==> src/rtl/control_pkg.sv <==
// Shared types and instruction-field constants for the multicycle MIPS control unit.
package control_pkg;

    typedef enum logic [2:0] {
        ALU_LOAD = 3'd0,
        ALU_ADD  = 3'd1,
        ALU_SUB  = 3'd2,
        ALU_AND  = 3'd3,
        ALU_INC  = 3'd4,
        ALU_NEG  = 3'd5,
        ALU_XOR  = 3'd6,
        ALU_COMP = 3'd7
    } alu_op_t;

    typedef enum logic [5:0] {
        S_FETCH_WAIT  = 6'd0,
        S_FETCH_IR    = 6'd1,
        S_DECODE      = 6'd2,
        S_R_EXEC      = 6'd3,
        S_R_WB        = 6'd4,
        S_MEM_ADDR    = 6'd5,
        S_MEM_RD_WAIT = 6'd6,
        S_MEM_RD_WB   = 6'd7,
        S_MEM_WR      = 6'd8,
        S_BRANCH      = 6'd9,
        S_JUMP        = 6'd10,
        S_ILLEGAL     = 6'd11
    } state_t;

    localparam logic [5:0] OP_RTYPE = 6'h00;
    localparam logic [5:0] OP_LW    = 6'h23;
    localparam logic [5:0] OP_SW    = 6'h2B;
    localparam logic [5:0] OP_BEQ   = 6'h04;
    localparam logic [5:0] OP_BNE   = 6'h05;
    localparam logic [5:0] OP_J     = 6'h02;

    localparam logic [5:0] F_ADD = 6'h20;
    localparam logic [5:0] F_SUB = 6'h22;
    localparam logic [5:0] F_AND = 6'h24;
    localparam logic [5:0] F_XOR = 6'h26;
    localparam logic [5:0] F_SLT = 6'h2A;

endpackage

==> src/rtl/ctrl_wait_counter.sv <==
// Memory wait-state counter: counts cycles spent in a wait state, done at MEM_WAIT-1.
module ctrl_wait_counter #(
    parameter int MEM_WAIT = 2
) (
    input  logic clock,
    input  logic reset,
    input  logic clear,
    input  logic enable,
    output logic done
);

    localparam int CW = $clog2(MEM_WAIT + 1);
    localparam logic [CW-1:0] LAST = CW'(MEM_WAIT - 1);

    logic [CW-1:0] cnt_q, cnt_d;

    // Saturates at LAST so a held enable can never wrap the count.
    always_comb begin
        cnt_d = cnt_q;
        if (clear) begin
            cnt_d = '0;
        end else if (enable && (cnt_q != LAST)) begin
            cnt_d = cnt_q + CW'(1);
        end
    end

    always_ff @(posedge clock or posedge reset) begin
        if (reset) begin
            cnt_q <= '0;
        end else begin
            cnt_q <= cnt_d;
        end
    end

    assign done = (cnt_q == LAST);

endmodule

==> src/rtl/multicycle_control_unit.sv <==
// Multicycle MIPS control FSM: state register, dispatch logic and Moore datapath controls.
module multicycle_control_unit
    import control_pkg::*;
#(
    parameter int MEM_WAIT = 2,
    parameter int OPCODE_W = 6,
    parameter int FUNCT_W  = 6
) (
    input  logic                clock,
    input  logic                reset,
    input  logic [OPCODE_W-1:0] opcode,
    input  logic [FUNCT_W-1:0]  funct,
    output logic                PCWrite,
    output logic                PCWriteCond,
    output logic                BranchNe,
    output logic                IorD,
    output logic                MemRead,
    output logic                MemWrite,
    output logic                MemtoReg,
    output logic                IRWrite,
    output logic                AluSrcA,
    output logic                RegWrite,
    output logic                RegDst,
    output logic                AWrite,
    output logic                BWrite,
    output logic                AluOutWrite,
    output logic [1:0]          PCSource,
    output logic [1:0]          AluSrcB,
    output logic [2:0]          ALUOpOut,
    output logic [5:0]          State_out,
    output logic                illegal
);

    localparam logic [OPCODE_W-1:0] OPC_RTYPE = OPCODE_W'(OP_RTYPE);
    localparam logic [OPCODE_W-1:0] OPC_LW    = OPCODE_W'(OP_LW);
    localparam logic [OPCODE_W-1:0] OPC_SW    = OPCODE_W'(OP_SW);
    localparam logic [OPCODE_W-1:0] OPC_BEQ   = OPCODE_W'(OP_BEQ);
    localparam logic [OPCODE_W-1:0] OPC_BNE   = OPCODE_W'(OP_BNE);
    localparam logic [OPCODE_W-1:0] OPC_J     = OPCODE_W'(OP_J);

    state_t  state_q, state_d;
    alu_op_t r_alu;
    alu_op_t alu_op;
    logic    funct_ok;
    logic    in_wait;
    logic    wait_en;
    logic    wait_done;

    always_comb begin
        r_alu = ALU_LOAD;
        case (funct)
            FUNCT_W'(F_ADD): r_alu = ALU_ADD;
            FUNCT_W'(F_SUB): r_alu = ALU_SUB;
            FUNCT_W'(F_AND): r_alu = ALU_AND;
            FUNCT_W'(F_XOR): r_alu = ALU_XOR;
            FUNCT_W'(F_SLT): r_alu = ALU_COMP;
            default:         r_alu = ALU_LOAD;
        endcase
    end

    assign funct_ok = (r_alu != ALU_LOAD);

    // Counter runs only while parked in a wait state; any other cycle clears it,
    // so every entry into a wait state starts from zero.
    assign in_wait = (state_q == S_FETCH_WAIT) || (state_q == S_MEM_RD_WAIT) ||
                     (state_q == S_MEM_WR);
    assign wait_en = in_wait && !wait_done;

    ctrl_wait_counter #(
        .MEM_WAIT(MEM_WAIT)
    ) u_wait (
        .clock (clock),
        .reset (reset),
        .clear (!wait_en),
        .enable(wait_en),
        .done  (wait_done)
    );

    always_comb begin
        state_d = state_q;
        case (state_q)
            S_FETCH_WAIT:  if (wait_done) state_d = S_FETCH_IR;
            S_FETCH_IR:    state_d = S_DECODE;
            S_DECODE: begin
                if ((opcode == OPC_RTYPE) && funct_ok)          state_d = S_R_EXEC;
                else if ((opcode == OPC_LW) || (opcode == OPC_SW))   state_d = S_MEM_ADDR;
                else if ((opcode == OPC_BEQ) || (opcode == OPC_BNE)) state_d = S_BRANCH;
                else if (opcode == OPC_J)                       state_d = S_JUMP;
                else                                            state_d = S_ILLEGAL;
            end
            S_R_EXEC:      state_d = S_R_WB;
            S_MEM_ADDR:    state_d = (opcode == OPC_LW) ? S_MEM_RD_WAIT : S_MEM_WR;
            S_MEM_RD_WAIT: if (wait_done) state_d = S_MEM_RD_WB;
            S_MEM_WR:      if (wait_done) state_d = S_FETCH_WAIT;
            default:       state_d = S_FETCH_WAIT;
        endcase
    end

    always_ff @(posedge clock or posedge reset) begin
        if (reset) begin
            state_q <= S_FETCH_WAIT;
        end else begin
            state_q <= state_d;
        end
    end

    always_comb begin
        PCWrite     = 1'b0;
        PCWriteCond = 1'b0;
        BranchNe    = 1'b0;
        IorD        = 1'b0;
        MemRead     = 1'b0;
        MemWrite    = 1'b0;
        MemtoReg    = 1'b0;
        IRWrite     = 1'b0;
        AluSrcA     = 1'b0;
        RegWrite    = 1'b0;
        RegDst      = 1'b0;
        AWrite      = 1'b0;
        BWrite      = 1'b0;
        AluOutWrite = 1'b0;
        PCSource    = 2'b00;
        AluSrcB     = 2'b00;
        alu_op      = ALU_LOAD;
        illegal     = 1'b0;
        case (state_q)
            S_FETCH_WAIT: begin
                MemRead = 1'b1;
            end
            S_FETCH_IR: begin
                MemRead = 1'b1;
                IRWrite = 1'b1;
                PCWrite = 1'b1;
                AluSrcB = 2'b01;
                alu_op  = ALU_ADD;
            end
            S_DECODE: begin
                AWrite      = 1'b1;
                BWrite      = 1'b1;
                AluOutWrite = 1'b1;
                AluSrcB     = 2'b11;
                alu_op      = ALU_ADD;
            end
            S_R_EXEC: begin
                AluSrcA     = 1'b1;
                AluOutWrite = 1'b1;
                alu_op      = r_alu;
            end
            S_R_WB: begin
                RegWrite = 1'b1;
                RegDst   = 1'b1;
            end
            S_MEM_ADDR: begin
                AluSrcA     = 1'b1;
                AluSrcB     = 2'b10;
                AluOutWrite = 1'b1;
                alu_op      = ALU_ADD;
            end
            S_MEM_RD_WAIT: begin
                MemRead = 1'b1;
                IorD    = 1'b1;
            end
            S_MEM_RD_WB: begin
                RegWrite = 1'b1;
                MemtoReg = 1'b1;
            end
            S_MEM_WR: begin
                MemWrite = 1'b1;
                IorD     = 1'b1;
            end
            S_BRANCH: begin
                AluSrcA     = 1'b1;
                alu_op      = ALU_SUB;
                PCWriteCond = 1'b1;
                PCSource    = 2'b01;
                BranchNe    = (opcode == OPC_BNE);
            end
            S_JUMP: begin
                PCWrite  = 1'b1;
                PCSource = 2'b10;
            end
            S_ILLEGAL: begin
                illegal = 1'b1;
            end
            default: begin
                illegal = 1'b0;
            end
        endcase
    end

    assign ALUOpOut  = alu_op;
    assign State_out = state_q;

endmodule
==> config.mk <==
export PLATFORM = sky130hd
export DESIGN_NAME = multicycle_control_unit
export DESIGN_NICKNAME = d
export VERILOG_FILES = /design/src/rtl/control_pkg.sv /design/src/rtl/ctrl_wait_counter.sv /design/src/rtl/multicycle_control_unit.sv
export SDC_FILE = /design/constraint.sdc
export NUM_CORES = 1
export LEC_CHECK = 0
export CAP_MARGIN = 25
export CORE_UTILIZATION = 33
export CTS_CLUSTER_SIZE = 40
export DETAILED_ROUTE_END_ITERATION = 8
export GPL_TIMING_DRIVEN = 0
export HOLD_SLACK_MARGIN = 0.02
export PLACE_DENSITY = 0.87
export SLEW_MARGIN = 5
export SYNTH_ARGS = -nofsm -noshare
export SYNTH_HDL_FRONTEND = slang
export SYNTH_SLANG_ARGS = --single-unit
==> constraint.sdc <==
create_clock -name clock -period 1.1 [get_ports clock]
set_input_delay 0.165 -clock clock [delete_from_list [all_inputs] [get_ports clock]]
set_output_delay 0.165 -clock clock [all_outputs]
set_load 0.01 [all_outputs]
==> impl_metrics.prom, run 1 <==
# TYPE chip_impl_metric gauge
chip_impl_metric{name="diode_count",unit=""} 0
chip_impl_info{name="clk_root_buffer_cell",value="clkbuf_4"} 1
chip_impl_metric{name="routed_wl",unit="um"} 4580
chip_impl_metric{name="route.detailed.vias_per_inst",unit=""} 5.73
chip_impl_metric{name="ys_seq_area_frac",unit=""} 0.222
chip_impl_info{name="synthTopCellsByCount",value="16 x nor2_1, 8 x a21oi_1, 7 x inv_1, 7 x nand2_1, 6 x dfrtp_1"} 1
chip_impl_metric{name="preCtsSetupSlack",unit="ps"} -1170
chip_impl_info{name="synth_largest_area_cell",value="dfrtp_1"} 1
chip_impl_info{name="highest_layer",value="met4"} 1
chip_impl_metric{name="std_cell_rows",unit=""} 16
chip_impl_metric{name="die_outline_area",unit="um2"} 2230
chip_impl_metric{name="detailroute.wirelength.met3",unit="um"} 321
chip_impl_metric{name="worstPathBufferInverterCount",unit=""} 2
chip_impl_metric{name="nNetsFinal",unit=""} 198
chip_impl_info{name="min-delay-path-class",value="input pin to async pin"} 1
chip_impl_metric{name="pin_count",unit=""} 42
chip_impl_metric{name="timing_max_transition_violations_final",unit=""} 0
chip_impl_metric{name="floorplan.initialDensity",unit=""} 0.348
chip_impl_metric{name="finalHoldViolations",unit=""} 0
chip_impl_metric{name="cellPowerDensity",unit="nW/um2"} 2440
chip_impl_metric{name="hpwl_detailed",unit="um"} 1790
chip_impl_info{name="critPathSlowestCell",value="or4b_4"} 1
chip_impl_metric{name="drtAntennaViolNets",unit=""} 0
chip_impl_metric{name="total_via_count_in_the_routed_design",unit=""} 1198
chip_impl_metric{name="syn2layout_area_growth",unit="%"} 161
chip_impl_metric{name="yosys-mux-area-fraction",unit=""} 0
chip_impl_metric{name="critical_path_arrival",unit="ps"} 1690
chip_impl_metric{name="drt-pass1-iter-count",unit=""} 4
chip_impl_metric{name="overflow",unit=""} 0
chip_impl_metric{name="first_iter_violations",unit=""} 43
chip_impl_metric{name="synthDistinctLibCells",unit=""} 34
chip_impl_metric{name="avgRoutedWirePerCell",unit="um"} 21.9
chip_impl_info{name="dominantRegCellSynth",value="dfrtp_1"} 1
chip_impl_metric{name="post_synth_inst_count",unit=""} 95
chip_impl_info{name="kind_of_cell_adding_the_most_delay_to_the_critical_path",value="simple AND/OR/NAND/NOR gates"} 1
chip_impl_metric{name="crit_required",unit="ps"} 940
chip_impl_metric{name="yosys.area_share.adder",unit=""} 0.0185
chip_impl_metric{name="maximum_fanout_along_the_worst_path",unit=""} 4
chip_impl_metric{name="postSynth.asyncResetShare",unit=""} 1.00
chip_impl_info{name="critPathLaunchType",value="register"} 1
chip_impl_metric{name="fp.coreArea",unit="um2"} 1940
chip_impl_info{name="most_frequent_cell_after_synthesis",value="nor2_1"} 1
chip_impl_info{name="setup.worst_path.end_class",value="primary output"} 1
chip_impl_metric{name="inserted_clock_buffers",unit=""} 3
chip_impl_metric{name="final_setup_violation_count",unit=""} 31
chip_impl_metric{name="synth.cell_area",unit="um2"} 676
chip_impl_metric{name="first_global_vias",unit=""} 1088
chip_impl_metric{name="grt_start_max_net_pins",unit=""} 11
chip_impl_metric{name="postLayoutSetupSlackWorst",unit="ps"} -752
chip_impl_metric{name="yosys.area_share.simple",unit=""} 0.380
chip_impl_metric{name="grt_antenna_before_repair",unit=""} 0
chip_impl_metric{name="buffer_ports.inserted",unit=""} 39
chip_impl_metric{name="synth-warning-count",unit=""} 0
chip_impl_metric{name="clk_path_buf_depth",unit=""} 2
chip_impl_metric{name="clk_pin_slew",unit="ps"} 70
chip_impl_metric{name="wl_met1",unit="um"} 1750
chip_impl_metric{name="power.leakage",unit="nW"} 0.833
chip_impl_info{name="largest_family_of_logic_cells_by_synthesized_area",value="simple AND/OR/NAND/NOR gates"} 1
chip_impl_metric{name="remaining_drc_errors",unit=""} 0
chip_impl_info{name="path_class",value="register to primary output"} 1
chip_impl_info{name="cts_tree",value="built"} 1
chip_impl_metric{name="time_the_worst_path_needs_with_i_o_delays_and_setup",unit="ps"} 1850
chip_impl_metric{name="numClockSinks",unit=""} 6
chip_impl_metric{name="timing.setup.tns",unit="ps"} -14540
chip_impl_metric{name="fmaxAchievable",unit="MHz"} 540
chip_impl_metric{name="synthesis.area_per_instance",unit="um2"} 7.11
chip_impl_metric{name="min_period_over_period",unit=""} 1.68
chip_impl_metric{name="synth_edf_count",unit=""} 0
chip_impl_info{name="ys_top_cells_by_area",value="dfrtp_1 22%, nor2_1 8.9%, a21oi_1 5.9%"} 1
chip_impl_metric{name="number_of_h_tree_levels",unit=""} 1
chip_impl_metric{name="power.ir.vdd_worst",unit="uV"} 2040
chip_impl_metric{name="timing.critical_path.slowest_cell_delay",unit="ps"} 580
chip_impl_metric{name="clk-insertion-delay-late",unit="ps"} 280
chip_impl_metric{name="synthXorXnorAreaFrac",unit=""} 0.0259
chip_impl_metric{name="die_width",unit="um"} 47.3
chip_impl_metric{name="dr_wl_met2",unit="um"} 2280
chip_impl_info{name="rsz0062_at_grt",value="true"} 1
chip_impl_metric{name="drv_cap",unit=""} 0
chip_impl_metric{name="globalplace.congestion",unit=""} 0.906
chip_impl_metric{name="synth_top_cell_area_share",unit=""} 0.222
chip_impl_metric{name="ys_ff_latch",unit=""} 6
chip_impl_metric{name="grt_use_total",unit=""} 0.345
chip_impl_metric{name="wire_length_of_the_first_global_routing_pass",unit="um"} 5240
chip_impl_metric{name="drive_gt1_frac",unit=""} 0.692
chip_impl_info{name="violations",value="negative setup slack"} 1
chip_impl_metric{name="finClkSkew",unit="ps"} 13.1
chip_impl_info{name="run_status",value="finished, violations left"} 1
chip_impl_metric{name="fp.dieH",unit="um"} 47.3
chip_impl_metric{name="synth-compound-area-share",unit=""} 0.235
chip_impl_info{name="critical_path.cell_chain",value="buf_6 -> or4b_4 -> nand2_1 -> buf_2"} 1
[power breakdown]
| part | internal [W] | switching (W) | leakage [nW] |
|---|---|---|---|
| clock network | 0.000140 | 0.000126 | 0.0150 |
| registers | 0.000311 | 0.000134 | 0.0730 |
| logic | 0.00186 | 0.00175 | 0.745 |
[final timing paths]
check,end,from,slack (ps),cells after the start
max reg2reg,State_out[3]$_DFFE_PP0P_,State_out[0]$_DFFE_PP0P_,-520,6
max,AluSrcB[0],State_out[3]$_DFFE_PP0P_,-750,4
min reg2reg,u_wait.cnt_q[0]$_DFFE_PP0P_,u_wait.cnt_q[0]$_DFFE_PP0P_,450,1
max in group asynchronous,State_out[1]$_DFFE_PP0P_,reset,730,2
min,State_out[3]$_DFFE_PP0P_,reset,140,2
min in group clock,State_out[2]$_DFFE_PP0P_,opcode[3],430,4
[sequential cells by signal, indices dropped and copies added, names as in the netlist]
name,cells
u_wait.cnt_q,2
State_out,4
[worst register-to-register path, stage by stage, from the launching register on]
cell and delay, ps:
dfrtp_2 510, buf_6 160, nand2b_4 160, buf_4 150
o32a_1 320, o32a_1 180, nand2_1 70
[logic make-up after synthesis]
group | after synthesis
other | 1
xor gates and xnor gates | 2
adders and majority gates | 1
DFF | 6
and+or+nand+nor | 46
AOI/OAI and AO/OA | 24
buffers and inverters | 15
[repair_timing]
action,4_1_cts,5_1_grt
hold buffers,0,0
pin swaps,23,12
resized for setup,167,31
buffers inserted,35,11
endpoints found under the setup margin,32,32
hold endpoints to repair,0,0
[layer usage]
layer | up-vias | GRT usage
met2 | 78 | 0.553
met4 | 0 | 0.229
met1 | 589 | 0.405
li1 | 508 | -
met5 | - | 0
met3 | 23 | 0.0846
[cell type report]
type	instances	area (um2)
flip-flops and latches	6	155
fillers	67	176
well taps	27	33.8
inverters	7	28.8
clock buffers	4	26.3
multi-input cells	75	684
repair buffers	83	758
plain buffers	7	78.8
[cell usage in the layout (no fill, tap or decap), types with 2 or more instances in the layout]
cell type,count
a21oi_1,4
a21oi_2,3
buf_12,2
buf_2,13
buf_4,24
buf_6,35
buf_8,2
clkbuf_2,2
clkbuf_4,3
clkdlybuf4s50_1,10
conb_1,2
dfrtp_1,2
dfrtp_2,4
dlygate4sd2_1,2
inv_1,4
inv_2,2
nand2_1,5
nand2_4,2
nand2b_4,3
nand3b_1,2
nor2_1,7
nor2_2,2
nor2_4,7
nor3_4,4
o21ai_0,2
o21ai_2,3
o31ai_1,2
o32a_1,2
xor2_1,2
[through the flow]
| step | area, um2 | std cells | hold slack [ps] | util | power, W |
|---|---|---|---|---|---|
| after floorplan | 738 | 96 | -44.2 | - | 0.00146 |
| after global placement | 1160 | 162 | 383 | 0.599 | 0.00222 |
| after detailed placement | 1160 | 162 | 401 | 0.599 | 0.00227 |
| after CTS | 1600 | 201 | 122 | 0.823 | 0.00348 |
| after global routing | 1770 | 209 | 188 | 0.909 | 0.00443 |
| final | 1770 | 209 | 140 | 0.909 | 0.00432 |
No activity file was read; power rests on OpenSTA's default activity.
==> inputs of run 2 (changes only) <==
--- a/config.mk
+++ b/config.mk
@@ -6,12 +6,12 @@
 export NUM_CORES = 1
 export LEC_CHECK = 0
 export CAP_MARGIN = 25
-export CORE_UTILIZATION = 33
+export CORE_UTILIZATION = 36
 export CTS_CLUSTER_SIZE = 40
 export DETAILED_ROUTE_END_ITERATION = 8
 export GPL_TIMING_DRIVEN = 0
 export HOLD_SLACK_MARGIN = 0.02
-export PLACE_DENSITY = 0.87
+export PLACE_DENSITY = 0.9
 export SLEW_MARGIN = 5
 export SYNTH_ARGS = -nofsm -noshare
 export SYNTH_HDL_FRONTEND = slang
==> constraint.sdc (replaced) <==
create_clock -name clock -period 2.03 [get_ports clock]
set_input_delay 0.3045 -clock clock [delete_from_list [all_inputs] [get_ports clock]]
set_output_delay 0.3045 -clock clock [all_outputs]
set_load 0.01 [all_outputs]
==> run 2 against run 1 <==
Net effect:
- sequential power fell by 50%
- the flow now finishes without violations
- sequential cell count did not move
- non-clock buffer count fell by 31
- register-to-register slack improved by 1100 ps
- combinational power fell by 71%
- largest power group unchanged
- largest cell class unchanged
- critical endpoint is now BranchNe
- hold slack improved by 140 ps
- clock skew fell by 13 ps
==> impl_metrics.prom, run 2 (same netlist as run 1, synthesis figures left out) <==
# TYPE chip_impl_metric gauge
chip_impl_info{name="run_status",value="completed"} 1
chip_impl_metric{name="min_period_over_period",unit=""} 0.991
chip_impl_info{name="layout.cells.most_common",value="clkdlybuf4s50_1"} 1
chip_impl_metric{name="clk-insertion-delay-late",unit="ps"} 240
chip_impl_metric{name="route.detailed.vias_per_inst",unit=""} 5.45
chip_impl_metric{name="grt_antenna_before_repair",unit=""} 0
chip_impl_metric{name="maximum_fanout_along_the_worst_path",unit=""} 2
chip_impl_metric{name="buffer_ports.inserted",unit=""} 39
chip_impl_metric{name="avgRoutedWirePerCell",unit="um"} 14.8
chip_impl_info{name="most-common-layout-cells",value="20 x clkdlybuf4s50_1, 16 x buf_4, 13 x nor2_1, 13 x dlygate4sd2_1, 8 x a21oi_1"} 1
chip_impl_metric{name="fp.dieH",unit="um"} 45.3
chip_impl_metric{name="largest_reg_flops",unit=""} 4
chip_impl_metric{name="critical_path_arrival",unit="ps"} 1710
chip_impl_info{name="clk_root_buffer_cell",value="clkbuf_4"} 1
chip_impl_info{name="min-delay-path-class",value="input pin to async pin"} 1
chip_impl_info{name="cts_tree",value="built"} 1
chip_impl_metric{name="timing.hold.ws",unit="ps"} 285
chip_impl_metric{name="placed_cells_incl_taps",unit=""} 160
chip_impl_metric{name="drtAntennaViolNets",unit=""} 0
chip_impl_metric{name="final_setup_violation_count",unit=""} 0
chip_impl_metric{name="final_area",unit="um2"} 1280
chip_impl_metric{name="total_via_count_in_the_routed_design",unit=""} 954
chip_impl_metric{name="final-instance-count-excl-fill",unit=""} 175
chip_impl_metric{name="fp.coreArea",unit="um2"} 1750
chip_impl_metric{name="die_width",unit="um"} 45.3
chip_impl_metric{name="crit_required",unit="ps"} 1730
chip_impl_metric{name="placed_area",unit="um2"} 1100
chip_impl_metric{name="power.leakage",unit="nW"} 0.665
chip_impl_metric{name="routed_wl",unit="um"} 2590
chip_impl_metric{name="grt_start_max_net_pins",unit=""} 11
chip_impl_metric{name="timing_max_transition_violations_final",unit=""} 0
chip_impl_metric{name="wire_length_of_the_first_global_routing_pass",unit="um"} 3790
chip_impl_metric{name="nNetsFinal",unit=""} 167
chip_impl_metric{name="overflow",unit=""} 0
chip_impl_metric{name="diode_count",unit=""} 0
chip_impl_metric{name="inserted_clock_buffers",unit=""} 3
chip_impl_metric{name="clk_path_buf_depth",unit=""} 2
chip_impl_metric{name="fmaxAchievable",unit="MHz"} 497
chip_impl_metric{name="syn2layout_area_growth",unit="%"} 89.1
chip_impl_metric{name="cellPowerDensity",unit="nW/um2"} 1070
chip_impl_metric{name="grt_use_total",unit=""} 0.250
chip_impl_info{name="setup.worst_path.end_class",value="primary output"} 1
chip_impl_metric{name="first_iter_violations",unit=""} 35
chip_impl_metric{name="finalHoldViolations",unit=""} 0
chip_impl_metric{name="pin_count",unit=""} 42
chip_impl_metric{name="hpwl_detailed",unit="um"} 1640
chip_impl_metric{name="number_of_h_tree_levels",unit=""} 1
chip_impl_metric{name="drv_cap",unit=""} 0
chip_impl_metric{name="time_the_worst_path_needs_with_i_o_delays_and_setup",unit="ps"} 2010
chip_impl_metric{name="drive_gt1_frac",unit=""} 0.293
chip_impl_metric{name="finClkSkew",unit="ps"} 0.261
chip_impl_info{name="path_class",value="input pin to primary output"} 1
chip_impl_metric{name="clk_pin_slew",unit="ps"} 40
chip_impl_metric{name="count_of_hold_fix_buffers_inserted_at_cts",unit=""} 0
chip_impl_metric{name="floorplan.initialDensity",unit=""} 0.387
chip_impl_metric{name="remaining_drc_errors",unit=""} 0
chip_impl_metric{name="power.ir.vdd_worst",unit="uV"} 779
chip_impl_metric{name="drt-pass1-iter-count",unit=""} 4
chip_impl_metric{name="die_outline_area",unit="um2"} 2050
chip_impl_metric{name="numClockSinks",unit=""} 6
chip_impl_metric{name="std_cell_rows",unit=""} 15
chip_impl_metric{name="globalplace.congestion",unit=""} 0.878
chip_impl_metric{name="first_global_vias",unit=""} 923
chip_impl_info{name="critPathLaunchType",value="input pin"} 1
chip_impl_metric{name="fill_count",unit=""} 144
-- run 2: cell count changes in the layout (fill, tap and decap cells not counted), moves of 4 or more --
cell	before	now
nor2_1	7	13
dlymetal6s2s_1	0	4
buf_2	13	2
nor2_4	7	1
buf_6	35	2
clkdlybuf4s50_1	10	20
a21oi_1	4	8
buf_4	24	16
dlygate4sd2_1	2	13
-- run 2: final cells by class --
| class | instances | area, um2 | share of cell area |
|---|---|---|---|
| Multi-Input combinational cell | 75 | 514 | 0.403 |
| Tap cell | 25 | 31.3 | 0.0245 |
| Buffer | 8 | 65.1 | 0.0509 |
| Timing Repair Buffer | 51 | 464 | 0.363 |
| Inverter | 7 | 26.3 | 0.0206 |
| Sequential cell | 6 | 154 | 0.120 |
| Clock buffer | 3 | 22.5 | 0.0176 |
-- run 2: timing repair --
item	4_1_cts	5_1_grt
endpoints found under the hold margin	0	0
pin swaps	3	4
resized for setup	37	11
buffers inserted	6	6
setup endpoints to repair	19	8
-- run 2: layer usage --
layer / up-vias / GRT usage / part of all wire
met5: - / 0 / 0
met4: 0 / 0.200 / 0.027
li1: 445 / - / -
met3: 9 / 0.00800 / 0.058
met2: 57 / 0.414 / 0.53
met1: 443 / 0.300 / 0.39
-- run 2: worst max-delay path, cell delays in order --
cell	delay [ps]
clkdlybuf4s50_1	420
or3_4	390
nor3b_4	230
and3_1	210
buf_2	140
-- run 2: path summary, 6_finish.rpt --
kind,startpoint,endpoint,slack (ps),cells after the start
setup / recovery,opcode[4],BranchNe,20,5
hold / removal,reset,u_wait.cnt_q[1]$_DFFE_PP0P_,280,2
setup reg to reg,State_out[0]$_DFFE_PP0P_,State_out[1]$_DFFE_PP0P_,560,5
hold reg to reg,u_wait.cnt_q[0]$_DFFE_PP0P_,u_wait.cnt_q[0]$_DFFE_PP0P_,440,1
max in group asynchronous,reset,State_out[1]$_DFFE_PP0P_,1550,2
min in group clock,u_wait.cnt_q[0]$_DFFE_PP0P_,u_wait.cnt_q[0]$_DFFE_PP0P_,440,1
-- run 2: power by group --
part / switching [W] / total, W / internal [W] / leakage [nW]
Sequential: 0.0000547 / 0.000223 / 0.000168 / 0.0746
Combinational: 0.000533 / 0.00104 / 0.000506 / 0.577
Clock: 0.0000372 / 0.000104 / 0.0000665 / 0.0138
Total: 0.000625 / 0.00136 / 0.000740 / 0.665
-- run 2: stage by stage --
step	power [W]	setup TNS [ps]	utilization	setup slack (ps)
detailed placement	0.00114	-1440	0.631	-481
global route	0.00146	-73.2	0.732	-39.0
floorplan	0.000709	0	-	384
finish	0.00136	0	0.732	17.6
CTS	0.00129	0	0.699	3.03
global placement	0.00112	-1290	0.631	-465
==> inputs of run 3 (changes only) <==
==> constraint.sdc (replaced) <==
create_clock -name clock -period 2.03 [get_ports clock]
set_input_delay 0.5075 -clock clock [delete_from_list [all_inputs] [get_ports clock]]
set_output_delay 0.5075 -clock clock [all_outputs]
set_load 0.01 [all_outputs]
==> run 3 against run 2 <==
Net effect:
- the run now ends with negative setup slack left
- global-route usage grew 3.7 points
- via count grew 9.3%
- largest cell class unchanged
- clock skew is essentially flat
==> impl_metrics.prom, run 3 (same netlist as run 1, synthesis figures left out) <==
# TYPE chip_impl_metric gauge
chip_impl_metric{name="wl_met1",unit="um"} 1260
chip_impl_metric{name="largest_reg_flops",unit=""} 4
chip_impl_metric{name="final_area",unit="um2"} 1460
chip_impl_info{name="critPathLaunchType",value="input pin"} 1
chip_impl_metric{name="power.net_switching",unit="W"} 0.000781
chip_impl_metric{name="wire_length_of_the_first_global_routing_pass",unit="um"} 4300
chip_impl_metric{name="finalHoldViolations",unit=""} 0
chip_impl_metric{name="crit_required",unit="ps"} 1520
chip_impl_metric{name="critical_path_arrival",unit="ps"} 1630
chip_impl_info{name="kind_of_cell_adding_the_most_delay_to_the_critical_path",value="simple AND/OR/NAND/NOR gates"} 1
chip_impl_metric{name="route.detailed.vias_per_inst",unit=""} 5.58
chip_impl_metric{name="min_period_over_period",unit=""} 1.05
chip_impl_metric{name="cellPowerDensity",unit="nW/um2"} 1160
chip_impl_metric{name="share_comb_of_total_power",unit=""} 0.808
chip_impl_info{name="highest_layer",value="met4"} 1
chip_impl_metric{name="inserted_clock_buffers",unit=""} 3
chip_impl_metric{name="first_iter_violations",unit=""} 55
chip_impl_metric{name="worstPathBufferInverterCount",unit=""} 2
chip_impl_metric{name="std_cell_rows",unit=""} 15
chip_impl_metric{name="total_via_count_in_the_routed_design",unit=""} 1043
chip_impl_metric{name="power.ir.vdd_worst",unit="uV"} 987
chip_impl_info{name="rsz0062_at_grt",value="true"} 1
chip_impl_metric{name="buffer_ports.inserted",unit=""} 39
chip_impl_info{name="clk_root_buffer_cell",value="clkbuf_4"} 1
chip_impl_metric{name="timing.critical_path.slowest_cell_delay",unit="ps"} 410
chip_impl_metric{name="grt_start_max_net_pins",unit=""} 11
chip_impl_metric{name="r2r_setup_slack",unit="ps"} 490
chip_impl_metric{name="number_of_h_tree_levels",unit=""} 1
chip_impl_metric{name="placed_area",unit="um2"} 1100
chip_impl_metric{name="share_clk_of_total_power",unit=""} 0.061
chip_impl_info{name="path_class",value="input pin to primary output"} 1
chip_impl_info{name="cts_tree",value="built"} 1
chip_impl_metric{name="p_total",unit="W"} 0.00169
chip_impl_metric{name="dr_wl_met2",unit="um"} 1770
chip_impl_metric{name="maximum_fanout_along_the_worst_path",unit=""} 2
chip_impl_metric{name="intPower",unit="W"} 0.000912
chip_impl_metric{name="net_sw_frac",unit=""} 0.461
chip_impl_metric{name="hpwl_detailed",unit="um"} 1640
chip_impl_metric{name="grt_use_total",unit=""} 0.286
chip_impl_metric{name="overflow",unit=""} 0
chip_impl_metric{name="count_of_hold_fix_buffers_inserted_at_cts",unit=""} 0
chip_impl_metric{name="globalplace.congestion",unit=""} 0.878
chip_impl_metric{name="fmaxAchievable",unit="MHz"} 467
chip_impl_metric{name="drt-pass1-iter-count",unit=""} 4
chip_impl_metric{name="power.leakage",unit="nW"} 0.743
chip_impl_info{name="most-common-layout-cells",value="20 x buf_4, 18 x buf_6, 12 x nor2_1, 11 x dlygate4sd2_1, 8 x clkdlybuf4s50_1"} 1
chip_impl_metric{name="clk-insertion-delay-late",unit="ps"} 230
chip_impl_metric{name="timing_max_transition_violations_final",unit=""} 0
chip_impl_metric{name="preCtsSetupSlack",unit="ps"} -887
chip_impl_metric{name="nNetsFinal",unit=""} 179
chip_impl_info{name="violations",value="negative setup slack"} 1
chip_impl_metric{name="postLayoutSetupSlackWorst",unit="ps"} -109
chip_impl_metric{name="syn2layout_area_growth",unit="%"} 116
chip_impl_metric{name="drv_cap",unit=""} 0
chip_impl_metric{name="drive_gt1_frac",unit=""} 0.519
chip_impl_metric{name="floorplan.initialDensity",unit=""} 0.387
chip_impl_metric{name="clk_pin_slew",unit="ps"} 40
chip_impl_metric{name="p_seq_frac",unit=""} 0.131
chip_impl_metric{name="finClkSkew",unit="ps"} 0.426
chip_impl_metric{name="routed_wl",unit="um"} 3440
chip_impl_metric{name="numClockSinks",unit=""} 6
chip_impl_info{name="layout.cells.most_common",value="buf_4"} 1
chip_impl_metric{name="die_outline_area",unit="um2"} 2050
chip_impl_metric{name="time_the_worst_path_needs_with_i_o_delays_and_setup",unit="ps"} 2140
chip_impl_metric{name="final_setup_violation_count",unit=""} 8
chip_impl_metric{name="fp.coreArea",unit="um2"} 1750
chip_impl_metric{name="drtAntennaViolNets",unit=""} 0
chip_impl_info{name="setup.worst_path.end_class",value="primary output"} 1
chip_impl_info{name="run_status",value="finished, violations left"} 1
chip_impl_metric{name="clk_path_buf_depth",unit=""} 2
chip_impl_metric{name="avgRoutedWirePerCell",unit="um"} 18.4
chip_impl_metric{name="diode_count",unit=""} 0
chip_impl_metric{name="grt_antenna_before_repair",unit=""} 0
chip_impl_metric{name="pin_count",unit=""} 42
chip_impl_metric{name="fp.dieH",unit="um"} 45.3
chip_impl_metric{name="die_width",unit="um"} 45.3
chip_impl_metric{name="first_global_vias",unit=""} 910
chip_impl_info{name="critPathSlowestCell",value="or3_4"} 1
chip_impl_metric{name="fin_util",unit=""} 0.837
chip_impl_info{name="min-delay-path-class",value="register to register"} 1
chip_impl_info{name="critical_path.cell_chain",value="clkdlybuf4s15_1 -> or3_4 -> nor3b_2 -> and3_1 -> buf_2"} 1
chip_impl_metric{name="detailroute.wirelength.met3",unit="um"} 222
chip_impl_metric{name="remaining_drc_errors",unit=""} 0
## run 3: cell types whose count changed in the layout (fill, tap and decap cells not counted), sizes merged
cell	previous run	this run
clkdlybuf4s15	0	5
clkbuf	5	6
clkdlybuf4s50	20	8
dlygate4sd2	13	11
dlymetal6s2s	4	0
buf	20	44
## run 3: final timing paths
check                                                  from                          end  cells past startpoint
worst max-delay path                              opcode[4]                     BranchNe                      5
worst min-delay path            u_wait.cnt_q[0]$_DFFE_PP0P_  u_wait.cnt_q[0]$_DFFE_PP0P_                      1
worst max register to register     State_out[1]$_DFFE_PP0P_     State_out[1]$_DFFE_PP0P_                      5
worst min register to register  u_wait.cnt_q[0]$_DFFE_PP0P_  u_wait.cnt_q[0]$_DFFE_PP0P_                      1
max in group asynchronous                             reset     State_out[0]$_DFFE_PP0P_                      2
min in group asynchronous                             reset  u_wait.cnt_q[1]$_DFFE_PP0P_                      2
## run 3: layout make-up
class                           count  area [um2]
Buffer                              8        71.3
Timing Repair Buffer               63         554
Sequential cell                     6         153
Multi-Input combinational cell     75         601
Clock buffer                        3        22.5
Inverter                            7        28.8
Fill cell                         105         284
Tap cell                           25        31.3
## run 3: stage by stage
stage / hold WS [ps] / cells / TNS, ps
floorplan: 298 / 96 / 0
global placement: 422 / 160 / -3870
detailed placement: 434 / 160 / -4360
CTS: 439 / 179 / -240
global route: 449 / 187 / -936
finish: 439 / 187 / -441
## run 3: what timing repair did
item | 4_1_cts | 5_1_grt
resized for setup | 100 | 38
setup buffers | 16 | 8
pin swaps | 9 | 3
endpoints found under the setup margin | 22 | 11
## run 3: power by group through the flow
stage                     logic [W]  clock network (W)  registers [W]
after global placement     0.000901                  0       0.000215
final                       0.00137           0.000103       0.000223
after CTS                   0.00108           0.000110       0.000216
after floorplan            0.000491                  0       0.000218
after global routing        0.00145           0.000111       0.000225
after detailed placement   0.000922                  0       0.000222
## run 3: routing by layer
layer,up-vias,track usage
met5,-,0
met4,0,0.121
met3,21,0.0120
met2,74,0.501
met1,480,0.365
li1,468,-
## run 3: worst register-to-register path, delay by kind of cell, from the launching register on
family / cells / cell delay (ps)
compound gates: 3 / 290
simple gates: 1 / 550
flops: 1 / 430
buf+inv: 1 / 160
